==> config.mk <==
export PLATFORM = sky130hd
export DESIGN_NAME = keypad_emulador_flat
export DESIGN_NICKNAME = d
export VERILOG_FILES = /design/src/rtl/keypad_pkg.sv /design/src/rtl/keypad_emulador_if.sv /design/src/rtl/keypad_contacto.sv /design/src/rtl/keypad_emulador.sv /design/src/flat_wrapper.sv
export SDC_FILE = /design/constraint.sdc
export NUM_CORES = 1
export LEC_CHECK = 0
export CORE_AREA = 4 4 108 59
export DETAILED_ROUTE_END_ITERATION = 7
export DIE_AREA = 0 0 112 63
export PLACE_DENSITY = 0.74
export RECOVER_POWER = 50
export SYNTH_ARGS = -nofsm -noshare
export SYNTH_HDL_FRONTEND = slang
export SYNTH_SLANG_ARGS = --single-unit
==> constraint.sdc <==
create_clock -name clk -period 2 [get_ports clk]
set_input_delay 0.4 -clock clk [delete_from_list [all_inputs] [get_ports clk]]
set_output_delay 0.4 -clock clk [all_outputs]
set_load 0.02 [all_outputs]
==> src/rtl/keypad_pkg.sv <==
// Shared keypad definitions: key code fields, emulator state encoding and idle column level.
// The keypad scanner decodes the same row/col fields.
package keypad_pkg;

    localparam int ROW_HI    = 3;
    localparam int ROW_LO    = 2;
    localparam int COL_HI    = 1;
    localparam int COL_LO    = 0;
    localparam int NOKEY_BIT = 4;

    typedef enum logic [2:0] {
        IDLE  = 3'd0,
        BNC_P = 3'd1,
        HOLD  = 3'd2,
        BNC_R = 3'd3,
        GAP   = 3'd4
    } estado_t;

    localparam logic [3:0] COLUMNA_IDLE = 4'b1111;

    // Terminal count of a phase of n cycles; a length of 0 behaves as 1.
    function automatic int fin_fase(input int n);
        return (n < 1) ? 0 : n - 1;
    endfunction

endpackage

==> src/rtl/keypad_emulador_if.sv <==
// Key-code handshake between a test sequencer (master) and the keypad emulator (slave).
interface keypad_emulador_if;
    logic [4:0] key_in;
    logic       key_valid;
    logic       key_ready;
    logic       busy;

    modport master (output key_in, key_valid, input key_ready, busy);
    modport slave  (input key_in, key_valid, output key_ready, busy);
endinterface

==> src/rtl/keypad_contacto.sv <==
// One matrix contact: pulls the latched column low while the latched row is driven low and the contact is closed.
module keypad_contacto
    import keypad_pkg::*;
(
    input  logic [1:0] row,
    input  logic [1:0] col,
    input  logic       contact,
    input  logic [3:0] fila,
    output logic [3:0] columna
);

    always_comb begin
        columna      = COLUMNA_IDLE;
        columna[col] = ~(contact & ~fila[row]);
    end

endmodule

==> src/rtl/keypad_emulador.sv <==
// Keypad responder: accepts one key code and plays press bounce, hold, release bounce and a quiet gap.
//
//  state | meaning
//  IDLE  | waiting for a key code, key_ready high
//  BNC_P | press bounce, contact toggles starting closed
//  HOLD  | contact solidly closed
//  BNC_R | release bounce, contact toggles starting open
//  GAP   | contact open before the next key is accepted
module keypad_emulador
    import keypad_pkg::*;
#(
    parameter int CNT_W         = 24,
    parameter int HOLD_CYCLES   = 2_000_000,
    parameter int BOUNCE_CYCLES = 100_000,
    parameter int BOUNCE_TOGGLE = 5_000,
    parameter int GAP_CYCLES    = 1_000_000
) (
    input  logic               clk,
    input  logic               rst,
    keypad_emulador_if.slave   kp,
    input  logic [3:0]         fila,
    output logic [3:0]         columna
);

    localparam logic [CNT_W-1:0] HOLD_END = CNT_W'(fin_fase(HOLD_CYCLES));
    localparam logic [CNT_W-1:0] GAP_END  = CNT_W'(fin_fase(GAP_CYCLES));
    localparam logic [CNT_W-1:0] BNC_END  = CNT_W'(fin_fase(BOUNCE_CYCLES));
    localparam logic [CNT_W-1:0] TOG_END  = CNT_W'(fin_fase(BOUNCE_TOGGLE));
    localparam bit               HAY_BNC  = (BOUNCE_CYCLES > 0);

    estado_t          state, state_nxt;
    logic [CNT_W-1:0] cnt, cnt_nxt;
    logic [CNT_W-1:0] tog, tog_nxt;
    logic             fase, fase_nxt;
    logic             contact, contact_nxt;
    logic             nokey, nokey_nxt;
    logic [1:0]       row, col;
    logic             xfer;

    assign kp.key_ready = (state == IDLE) & ~rst;
    assign kp.busy      = (state != IDLE);
    assign xfer         = kp.key_valid & kp.key_ready;

    always_comb begin
        state_nxt   = state;
        cnt_nxt     = cnt + 1'b1;
        tog_nxt     = tog + 1'b1;
        fase_nxt    = fase;
        nokey_nxt   = xfer ? kp.key_in[NOKEY_BIT] : nokey;
        contact_nxt = 1'b0;
        // fase flips every BOUNCE_TOGGLE cycles, replacing a divide of the phase counter
        if (tog == TOG_END) begin
            tog_nxt  = '0;
            fase_nxt = ~fase;
        end
        unique case (state)
            IDLE: begin
                cnt_nxt = '0;
                if (xfer) state_nxt = HAY_BNC ? BNC_P : HOLD;
            end
            BNC_P:   if (cnt == BNC_END)  state_nxt = HOLD;
            HOLD:    if (cnt == HOLD_END) state_nxt = HAY_BNC ? BNC_R : GAP;
            BNC_R:   if (cnt == BNC_END)  state_nxt = GAP;
            GAP:     if (cnt == GAP_END)  state_nxt = IDLE;
            default: state_nxt = IDLE;
        endcase
        if (state_nxt != state) begin
            cnt_nxt  = '0;
            tog_nxt  = '0;
            fase_nxt = 1'b0;
        end
        unique case (state_nxt)
            BNC_P:   contact_nxt = ~fase_nxt;
            HOLD:    contact_nxt = 1'b1;
            BNC_R:   contact_nxt = fase_nxt;
            default: contact_nxt = 1'b0;
        endcase
        contact_nxt = contact_nxt & ~nokey_nxt;
    end

    always_ff @(posedge clk) begin
        if (rst) begin
            state   <= IDLE;
            cnt     <= '0;
            tog     <= '0;
            fase    <= 1'b0;
            contact <= 1'b0;
            nokey   <= 1'b0;
            row     <= '0;
            col     <= '0;
        end else begin
            state   <= state_nxt;
            cnt     <= cnt_nxt;
            tog     <= tog_nxt;
            fase    <= fase_nxt;
            contact <= contact_nxt;
            nokey   <= nokey_nxt;
            if (xfer) begin
                row <= kp.key_in[ROW_HI:ROW_LO];
                col <= kp.key_in[COL_HI:COL_LO];
            end
        end
    end

    keypad_contacto u_contacto (
        .row     (row),
        .col     (col),
        .contact (contact),
        .fila    (fila),
        .columna (columna)
    );

endmodule

==> src/flat_wrapper.sv <==
// flat-port wrapper written by rule: the top's interface ports become plain ports
module keypad_emulador_flat import keypad_pkg::*;
#(
    parameter int CNT_W         = 24,
    parameter int HOLD_CYCLES   = 2_000_000,
    parameter int BOUNCE_CYCLES = 100_000,
    parameter int BOUNCE_TOGGLE = 5_000,
    parameter int GAP_CYCLES    = 1_000_000
)
  (clk, rst, fila, columna, kp_key_in, kp_key_valid, kp_key_ready, kp_busy);
  keypad_emulador_if kp_i ();
  input  logic clk;
  input  logic rst;
  input  logic [3:0] fila;
  output logic [3:0] columna;
  input wire logic [$bits(kp_i.key_in)-1:0] kp_key_in;
  input wire logic [$bits(kp_i.key_valid)-1:0] kp_key_valid;
  output wire logic [$bits(kp_i.key_ready)-1:0] kp_key_ready;
  output wire logic [$bits(kp_i.busy)-1:0] kp_busy;
  assign kp_i.key_in = kp_key_in;
  assign kp_i.key_valid = kp_key_valid;
  assign kp_key_ready = kp_i.key_ready;
  assign kp_busy = kp_i.busy;
  keypad_emulador #(.CNT_W(CNT_W), .HOLD_CYCLES(HOLD_CYCLES), .BOUNCE_CYCLES(BOUNCE_CYCLES), .BOUNCE_TOGGLE(BOUNCE_TOGGLE), .GAP_CYCLES(GAP_CYCLES)) u_core (.clk(clk), .rst(rst), .kp(kp_i), .fila(fila), .columna(columna));
endmodule
==> flow_summary.yaml, run 1 <==
setup_path:
  worstPathRequired_ns: 1.60
  max_stage_delay_ns: 0.51
  start_kind: "register"
  slowest_stage: "mux4_2"
  reg2reg_from: "u_core.cnt[1]"
  critPathKind: "reg -> out"
  critical_path.reg2reg.endpoint: "u_core.contact"
  cp.arrival_ns: 1.70
  rr_worst_depth: 7
  path_buf_inv: 1
  cp_top_family: "multiplexers"
  r2r_slack_ns: -0.02
  worst-path-max-fanout: 2
  endpoint_kind: "output pin"
  cp_cell_sequence: "mux4_2 -> nor2b_2 -> nor2b_4 -> nand2b_1 -> buf_6"
detailed_routing:
  dr.pass1.iters: 4
  routed_wl_um: 6100
  route.vias.total: 2341
  vias_per_cell: 5.42
  drc: 0
  wl_per_cell_um: 14.1
  final_antenna_net_count: 0
  dr.first_iter.drc_count: 127
synthesis:
  synth_nets: 333
  syn_avg_cell_area_sq_um: 8.73
  syn_inst: 319
  synth.area.top_cells: "dfxtp_1 42%, xor2_1 8.8%, nor2_1 5.5%"
  synth.distinct_cells: 43
  ys_ff_latch: 58
  synth_edf_count: 0
  synth.top_cell.area_share: 0.417
  synthArstFlopShare: 0
  syn_area_sq_um: 2790
  yosysWarnings: 0
  ys.flop_type: "dfxtp_1"
  synth-seq-area-share: 0.417
  yosys.area.top_type: "dfxtp_1"
placed_design:
  hpwlAfterDp_um: 4290
  io_buffer_count: 17
  place_congestion: 0.822
global_routing:
  grt_pass1_vias: 2491
  grt_usage: 0.187
  grt_pass1_wl_um: 10700
  grt_max_degree: 25
  antenna_found_initial: 0
  gr-total-overflow: 0
sta:
  slew_headroom: 0.733
  hold_slack_ns: 0.485
  worst_slew_pin_slew_ns: 0.398
  finalHoldViolCount: 0
  period_needed_ns: 2.10
  drv_slew: 0
  setup_viol: 6
  max_freq_ghz: 0.476
  finClkSkew_ns: 0.00944
  period_share: 1.05
  fin_ws_ns: -0.0990
  rsz0062_at_grt: "yes"
layout:
  area_delta_synth_final_pct: 23.0
  num_antenna_cells: 0
  layout_commonest_cell: "dfxtp_1"
  drive_above_1_share: 0.178
  nNetsFinal: 368
  final_cell_mix: "53 x dfxtp_1, 39 x nor2_1, 30 x nor3_1, 27 x xor2_1, 25 x nand2_1"
  fillCellCount: 447
clocking:
  postCtsSetupRepairBufs: 0
  holdBufCountCts: 0
  clkSlewWorstSetupHoldPaths_ns: 0.06
  numCtsBuffers: 9
  cts_root_buffer: "clkbuf_8"
  cts_num_sinks: 58
  clk_path_buf_depth: 2
  h-tree-depth: 3
  tritoncts: "done"
  clkLatencyLatePin_ns: 0.35
power:
  ir_worst_vdd_mv: 0.534
  power_density_nw_per_um2: 690
  power_uw: 2360
  leakage_uw: 0.00125
die:
  core_sq_um: 5350
  ios: 18
  die_area_sq_um: 7060
  initial_core_util: 0.521
  dieHeight_um: 63
  rows: 19
  die_width_um: 112
min_path:
  hold_class: "reg -> reg"
  whs_endpoint: "u_core.tog[0]"
  holdCritStartpoint: "u_core.tog[0]"
  min_path_cells: 1
job:
  maxCapViolCount: 0
status:
  violations: "setup timing"
  status: "finished with violations"
## worst register-to-register path, delay by kind of cell (launching register included)
| family | cells | cell delay [ns] |
|---|---|---|
| AND/OR/NAND/NOR | 4 | 0.90 |
| flip-flops | 1 | 0.35 |
| adder cells (fa/ha/maj) | 1 | 0.18 |
| AO/OA/AOI/OAI | 2 | 0.47 |
## metrics by stage
stage | std cells | cell area [sq um] | setup TNS [ns] | setup WS (ns) | util
after floorplan | 319 | 2790 | 0 | 0.0341 | -
after global placement | 416 | 3160 | -8.40 | -0.557 | 0.590
after detailed placement | 416 | 3160 | -8.89 | -0.645 | 0.590
after CTS | 432 | 3370 | -0.437 | -0.120 | 0.630
after global routing | 432 | 3420 | -3.62 | -0.177 | 0.640
final | 432 | 3420 | -0.403 | -0.0990 | 0.640
## worst max path at each step
stage                                from        endpoint  cells after the start
after floorplan           u_core.state[1]  u_core.cnt[20]                      8
after global placement            fila[3]      columna[2]                      6
after detailed placement          fila[3]      columna[2]                      6
after CTS                   u_core.row[0]      columna[1]                      5
after global routing        u_core.row[0]      columna[1]                      5
final                       u_core.row[0]      columna[0]                      5
## cell usage after synthesis, types with 3 or more instances
cell type  instances
nand4_1           11
nor2_1            41
xor2_1            28
nor3_1            30
nand2b_1           3
nor2b_1            4
nor4b_1            3
and3_1             8
nand3_1           24
dfxtp_1           58
nand2_1           26
nand3b_1           6
inv_1              9
and4_1             5
buf_2              4
xnor2_1           17
nor4_1             4
clkbuf_1           6
nor3b_1            3
## flip-flops by register name, summed over array words and instances (netlist names)
name,count
u_core.tog,24
u_core.row,2
u_core.contact,1
u_core.fase,1
u_core.col,2
u_core.cnt,24
u_core.nokey,1
u_core.state,3
## cells by family after synthesis
| group | after synthesis | share of synthesized area |
|---|---|---|
| simple gates | 181 | 0.361 |
| flops | 58 | 0.417 |
| xor+xnor | 45 | 0.142 |
| buf+inv | 21 | 0.0328 |
| compound gates | 10 | 0.0269 |
| mux | 2 | 0.0117 |
| fa+ha+maj | 2 | 0.00898 |
## layout make-up
class	count	area [sq um]	share of cell area
clock buffer	14	173	0.0504
clock inverter	2	10.0	0.00292
inverter	9	33.8	0.00986
multi-input combinational	240	1610	0.471
sequential	58	1170	0.341
tap	73	91.3	0.0267
timing repair buffer	36	335	0.0979
## per-layer routing
| layer | track usage | share of wire | wire (um) | vias to the layer above |
|---|---|---|---|---|
| met5 | 0 | 0 | 0 | - |
| met4 | 0.0960 | 0.016 | 98 | 0 |
| met3 | 0.0638 | 0.034 | 206 | 13 |
| met2 | 0.337 | 0.52 | 3180 | 30 |
| met1 | 0.195 | 0.43 | 2620 | 1117 |
| li1 | - | - | - | 1181 |
## timing repair
item,in CTS,in global routing
hold endpoints to repair,0,0
resized for setup,39,14
setup endpoints to repair,56,54
pin swaps,1,3
## power by group
| part | leakage, uW | internal, uW | switching [uW] |
|---|---|---|---|
| Combinational | 0.000682 | 86.1 | 96.0 |
| Sequential | 0.000471 | 1170 | 18.2 |
| Clock | 0.0000965 | 547 | 443 |
| Total | 0.00125 | 1810 | 557 |
No activity file was read; power rests on OpenSTA's default activity.
==> run 2: changes to the inputs <==
--- a/config.mk
+++ b/config.mk
@@ -10,6 +10,7 @@
 export DIE_AREA = 0 0 112 63
 export PLACE_DENSITY = 0.74
 export RECOVER_POWER = 50
+export REMOVE_ABC_BUFFERS = 1
 export SYNTH_ARGS = -nofsm -noshare
 export SYNTH_HDL_FRONTEND = slang
 export SYNTH_SLANG_ARGS = --single-unit
==> run 2 against run 1 <==
Against the previous run:
- the flow still finishes with violations (setup timing)
- combinational power is 24% higher
- die area stayed put
- largest cell class unchanged
- critical endpoint is now columna[1]
- routed wire length up 2.7%
- fmax down 0.85%
- highest routed layer unchanged
- worst hold slack lost 0.0039 ns
- register-to-register slack lost 0.02 ns
- non-clock buffer count grew 6
- clock skew shrank 0.0035 ns
- power is 1.5% lower
- sequential power hardly changed
==> flow_summary.yaml, run 2 (synthesized netlist as in run 1, its figures left out) <==
status:
  status: "finished with violations"
  violations: "setup timing"
die:
  die_area_sq_um: 7060
  rows: 19
  dieHeight_um: 63
  die_width_um: 112
  core_sq_um: 5350
  initial_core_util: 0.521
  ios: 18
global_routing:
  antenna_found_initial: 0
  gr-total-overflow: 0
  grt_pass1_vias: 2274
  grt_usage: 0.182
  grt_pass1_wl_um: 10400
  grt_max_degree: 25
sta:
  max_freq_ghz: 0.472
  setup_viol: 16
  finClkSkew_ns: 0.00598
  fin_ws_ns: -0.117
  period_needed_ns: 2.12
  worst_slew_pin_slew_ns: 0.527
  period_share: 1.06
  finalHoldViolCount: 0
  slew_headroom: 0.646
  rsz0062_at_grt: "yes"
  drv_slew: 0
setup_path:
  rr_worst_depth: 7
  cp.depth: 5
  path_buf_inv: 2
  cp_top_family: "multiplexers"
  reg2reg_from: "u_core.cnt[4]"
  crit_start: "u_core.row[0]"
  start_kind: "register"
  critPathKind: "reg -> out"
  endpoint_kind: "output pin"
  max_stage_delay_ns: 0.52
  cp_cell_sequence: "mux4_2 -> nor2b_4 -> buf_4 -> nand3b_1 -> buf_6"
  worst-path-max-fanout: 2
  slowest_stage: "mux4_2"
  worstPathRequired_ns: 1.60
  cp.arrival_ns: 1.72
detailed_routing:
  routed_wl_um: 6270
  drc: 0
  final_antenna_net_count: 0
  vias_per_cell: 5.37
  dr.pass1.iters: 4
  dr.first_iter.drc_count: 127
  route.vias.total: 2352
  wl_per_cell_um: 14.3
layout:
  final_cell_mix: "43 x dfxtp_1, 40 x nor2_1, 30 x nor3_1, 28 x xor2_1, 25 x nand2_1"
  drive_above_1_share: 0.225
  largest_registers: "u_core.cnt (24), u_core.tog (24), u_core.state (3)"
  nNetsFinal: 374
  num_antenna_cells: 0
  area_delta_synth_final_pct: 27.4
  fillCellCount: 416
  layout_commonest_cell: "dfxtp_1"
  finalNonFillerCells: 438
power:
  swShare: 0.243
  p_int_uw: 1760
  p_clk_frac: 0.392
  p_comb_frac: 0.097
  power_density_nw_per_um2: 656
  leakage_uw: 0.00131
  power_uw: 2330
  p_seq_frac: 0.511
  ir_worst_vdd_mv: 0.445
  switchingPower_uw: 567
clocking:
  cts_root_buffer: "clkbuf_8"
  numCtsBuffers: 9
  tritoncts: "done"
  clk_path_buf_depth: 2
  cts_num_sinks: 58
  clkLatencyLatePin_ns: 0.34
  holdBufCountCts: 0
  h-tree-depth: 3
  clkSlewWorstSetupHoldPaths_ns: 0.06
job:
  maxCapViolCount: 0
min_path:
  min_path_cells: 1
  hold_class: "reg -> reg"
  holdCritStartpoint: "u_core.tog[0]"
placed_design:
  dp_cells: 416
  hpwlAfterDp_um: 4100
  place_congestion: 0.806
  io_buffer_count: 17
[run 2: changes by cell type in the layout (fill, tap and decap cells not counted), moves of 2 or more]
cell / change
buf_4: +3
buf_6: +2
clkbuf_1: +2
clkbuf_8: -2
dfxtp_1: -10
dfxtp_2: +8
dfxtp_4: +2
nor2_2: -2
nor3b_4: +2
o21ai_1: -2
[run 2: layout make-up]
type,count,area [sq um],area share
Multi-Input combinational cell,240,1670,0.471
Clock buffer,13,149,0.0420
Timing Repair Buffer,42,403,0.114
Tap cell,73,91.3,0.0257
Clock inverter,3,15.0,0.00423
Sequential cell,58,1180,0.334
Inverter,9,33.8,0.00952
[run 2: per-stage QoR]
step | area [sq um] | utilization | setup slack, ns | hold WS (ns) | setup TNS, ns
floorplan | 2730 | - | -0.615 | 0.438 | -24.02
global placement | 3160 | 0.590 | -0.549 | 0.458 | -5.70
detailed placement | 3160 | 0.590 | -0.619 | 0.465 | -7.40
CTS | 3400 | 0.636 | -0.126 | 0.480 | -0.474
global route | 3550 | 0.663 | -0.187 | 0.500 | -5.43
finish | 3550 | 0.663 | -0.117 | 0.481 | -0.747
[run 2: power by group through the flow]
stage                     Clock [uW]  Sequential, uW  Combinational [uW]
after floorplan                    0            1210                80.7
after global placement             0            1210                 172
after detailed placement           0            1210                 177
after CTS                        943            1190                 201
after global routing            1010            1190                 241
final                            914            1190                 225
[run 2: worst paths after layout]
kind                         end  slack, ns
hold reg to reg    u_core.tog[0]       0.48
setup reg to reg  u_core.tog[21]      -0.04
setup / recovery      columna[1]      -0.12
hold / removal     u_core.tog[0]       0.48
[run 2: what timing repair did]
action / CTS / global route
resized for setup: 42 / 43
gates cloned: 1 / 2
setup buffers: 1 / 2
endpoints found under the setup margin: 56 / 54
pin swaps: 2 / 9
[run 2: layer usage]
| layer | wire length, um | part of all wire | global-route usage |
|---|---|---|---|
| met5 | 0 | 0 | 0 |
| met4 | 151 | 0.024 | 0.102 |
| met3 | 241 | 0.038 | 0.0619 |
| met2 | 3160 | 0.50 | 0.298 |
| met1 | 2710 | 0.43 | 0.211 |
[run 2: worst reg2reg max path, delay by kind of cell, from the launching register on]
kind,cells,cell delay [ns]
AOI/OAI and AO/OA,3,0.91
buffers and inverters,1,0.18
DFF,1,0.37
and+or+nand+nor,3,0.48
==> run 3: changes to the inputs <==
--- a/config.mk
+++ b/config.mk
@@ -5,12 +5,14 @@
 export SDC_FILE = /design/constraint.sdc
 export NUM_CORES = 1
 export LEC_CHECK = 0
-export CORE_AREA = 4 4 108 59
+export CORE_AREA = 4 4 69 87
 export DETAILED_ROUTE_END_ITERATION = 7
-export DIE_AREA = 0 0 112 63
-export PLACE_DENSITY = 0.74
+export DIE_AREA = 0 0 73 91
+export DONT_BUFFER_PORTS = 1
+export PLACE_DENSITY = 0.71
 export RECOVER_POWER = 50
 export REMOVE_ABC_BUFFERS = 1
+export SLEW_MARGIN = 20
 export SYNTH_ARGS = -nofsm -noshare
 export SYNTH_HDL_FRONTEND = slang
 export SYNTH_SLANG_ARGS = --single-unit
==> run 3 against run 2 <==
Against the previous run:
- the run still ends with setup timing left
- routed wire length fell by 6.8%
- final area fell by 8.5%
- count of clock-buffer cells in the layout fell by 4
- final cell count fell by 7.5%
- critical endpoint is now columna[0]
==> flow_summary.yaml, run 3 (synthesized netlist as in run 1, its figures left out) <==
sta:
  setup_viol: 2
  slew_headroom: 0.754
  finClkSkew_ns: 0.00701
  fin_ws_ns: -0.0743
  period_share: 1.04
  finalHoldViolCount: 0
  period_needed_ns: 2.07
  worst_slew_pin_slew_ns: 0.367
  rsz0062_at_grt: "yes"
  max_freq_ghz: 0.482
  drv_slew: 0
placed_design:
  place_congestion: 0.787
  dp_cells: 387
  io_buffer_count: 0
  placed_area_sq_um: 2960
  hpwlAfterDp_um: 4070
die:
  die_area_sq_um: 6640
  core_sq_um: 5120
  dieHeight_um: 91
  initial_core_util: 0.544
  ios: 18
  die_width_um: 73
  rows: 29
layout:
  fillCellCount: 440
  area_delta_synth_final_pct: 16.6
  layout_commonest_cell: "dfxtp_1"
  largest_registers: "u_core.cnt (24), u_core.tog (24), u_core.state (3)"
  num_antenna_cells: 0
  utilization: 0.635
  final_cell_mix: "54 x dfxtp_1, 40 x nor2_1, 30 x nor3_1, 28 x xor2_1, 25 x nand2_1"
  nNetsFinal: 352
  drive_above_1_share: 0.181
  stdcell_area_sq_um: 3250
  finalNonFillerCells: 405
min_path:
  hold_class: "in -> reg"
setup_path:
  cp.arrival_ns: 1.67
  r2r_slack_ns: 0.03
  rr_worst_depth: 7
  crit_start: "u_core.row[0]"
  endpoint: "columna[0]"
  worst-path-max-fanout: 3
  endpoint_kind: "output pin"
  reg2reg_from: "u_core.cnt[0]"
  start_kind: "register"
  worstPathRequired_ns: 1.60
  critPathKind: "reg -> out"
  critical_path.reg2reg.endpoint: "u_core.contact"
detailed_routing:
  final_antenna_net_count: 0
  route.vias.total: 2267
  dr.first_iter.drc_count: 120
  wl_per_cell_um: 14.4
  drc: 0
  dr.pass1.iters: 6
  routed_wl_um: 5840
  vias_per_cell: 5.60
clocking:
  clk_path_buf_depth: 2
  cts_root_buffer: "clkbuf_8"
  postCtsSetupRepairBufs: 0
  clkLatencyLatePin_ns: 0.34
  h-tree-depth: 3
  tritoncts: "done"
  clkSlewWorstSetupHoldPaths_ns: 0.07
  cts_num_sinks: 58
  numCtsBuffers: 9
global_routing:
  antenna_found_initial: 0
  grt_max_degree: 25
  gr-total-overflow: 0
  grt_usage: 0.184
  grt_pass1_vias: 2289
  grt_pass1_wl_um: 9740
power:
  power_uw: 2390
  leakage_uw: 0.00116
  power_density_nw_per_um2: 737
  ir_worst_vdd_mv: 0.551
status:
  status: "finished with violations"
  violations: "setup timing"
job:
  maxCapViolCount: 0
[run 3: changes by cell type in the layout (fill, tap and decap cells not counted), sizes merged]
cell | before | now
clkinv | 3 | 2
bufinv | 0 | 1
clkinvlp | 0 | 4
clkbuf | 15 | 11
buf | 28 | 18
dlygate4sd2 | 5 | 0
dlygate4sd3 | 1 | 0
clkdlybuf4s50 | 6 | 0
[run 3: cell type report]
class / count / area, sq um / share of cell area
clock buffers: 9 / 124 / 0.0381
well taps: 62 / 77.6 / 0.0239
repair buffers: 20 / 178 / 0.0547
inverters: 9 / 33.8 / 0.0104
flip-flops and latches: 58 / 1170 / 0.359
clock inverters: 7 / 70.1 / 0.0216
multi-input cells: 240 / 1600 / 0.492
[run 3: worst min-delay path by stage]
stage             startpoint               to  slack [ns]  cells after the start
6_report                 rst  u_core.state[0]        0.12                      1
5_1_grt                  rst  u_core.state[0]        0.09                      1
4_1_cts                  rst  u_core.state[0]        0.11                      1
2_1_floorplan  u_core.tog[0]    u_core.tog[0]        0.44                      1
3_5_place_dp   u_core.tog[0]    u_core.tog[0]        0.46                      1
3_3_place_gp   u_core.tog[0]    u_core.tog[0]        0.45                      1
[run 3: report_power, final]
part | switching (uW) | internal [uW]
combinational | 88.9 | 71.0
sequential | 17.4 | 1170
clock | 476 | 569
total | 582 | 1810
[run 3: layer usage]
layer  wire length [um]  up-vias  global-route usage
li1                   -     1158                   -
met1               2480     1065               0.203
met2               3030       30               0.304
met3                179       14              0.0674
met4                148        0              0.0938
met5                  0        -                   0
[run 3: worst max-delay path, cell delays in order, from the launching register on]
cell and delay [ns]:
dfxtp_2 0.34, mux4_2 0.52, nor2b_4 0.14, nor2b_4 0.22, nand2b_4 0.10
[run 3: metrics by stage]
stage               setup TNS (ns)  worst slack [ns]  hold WS [ns]
global placement                 0           0.00222         0.454
detailed placement         -0.0453           -0.0453         0.459
finish                      -0.139           -0.0743         0.119
floorplan                   -24.02            -0.615         0.438
global route                 -4.49            -0.137        0.0936
CTS                         -0.140           -0.0706         0.107
[run 3: repair_timing]
item / 4_1_cts / 5_1_grt
hold endpoints to repair: 0 / 0
cloned: 0 / 2
hold buffers: 0 / 0
resized for setup: 12 / 15
setup endpoints to repair: 25 / 54
pin swaps: 0 / 8
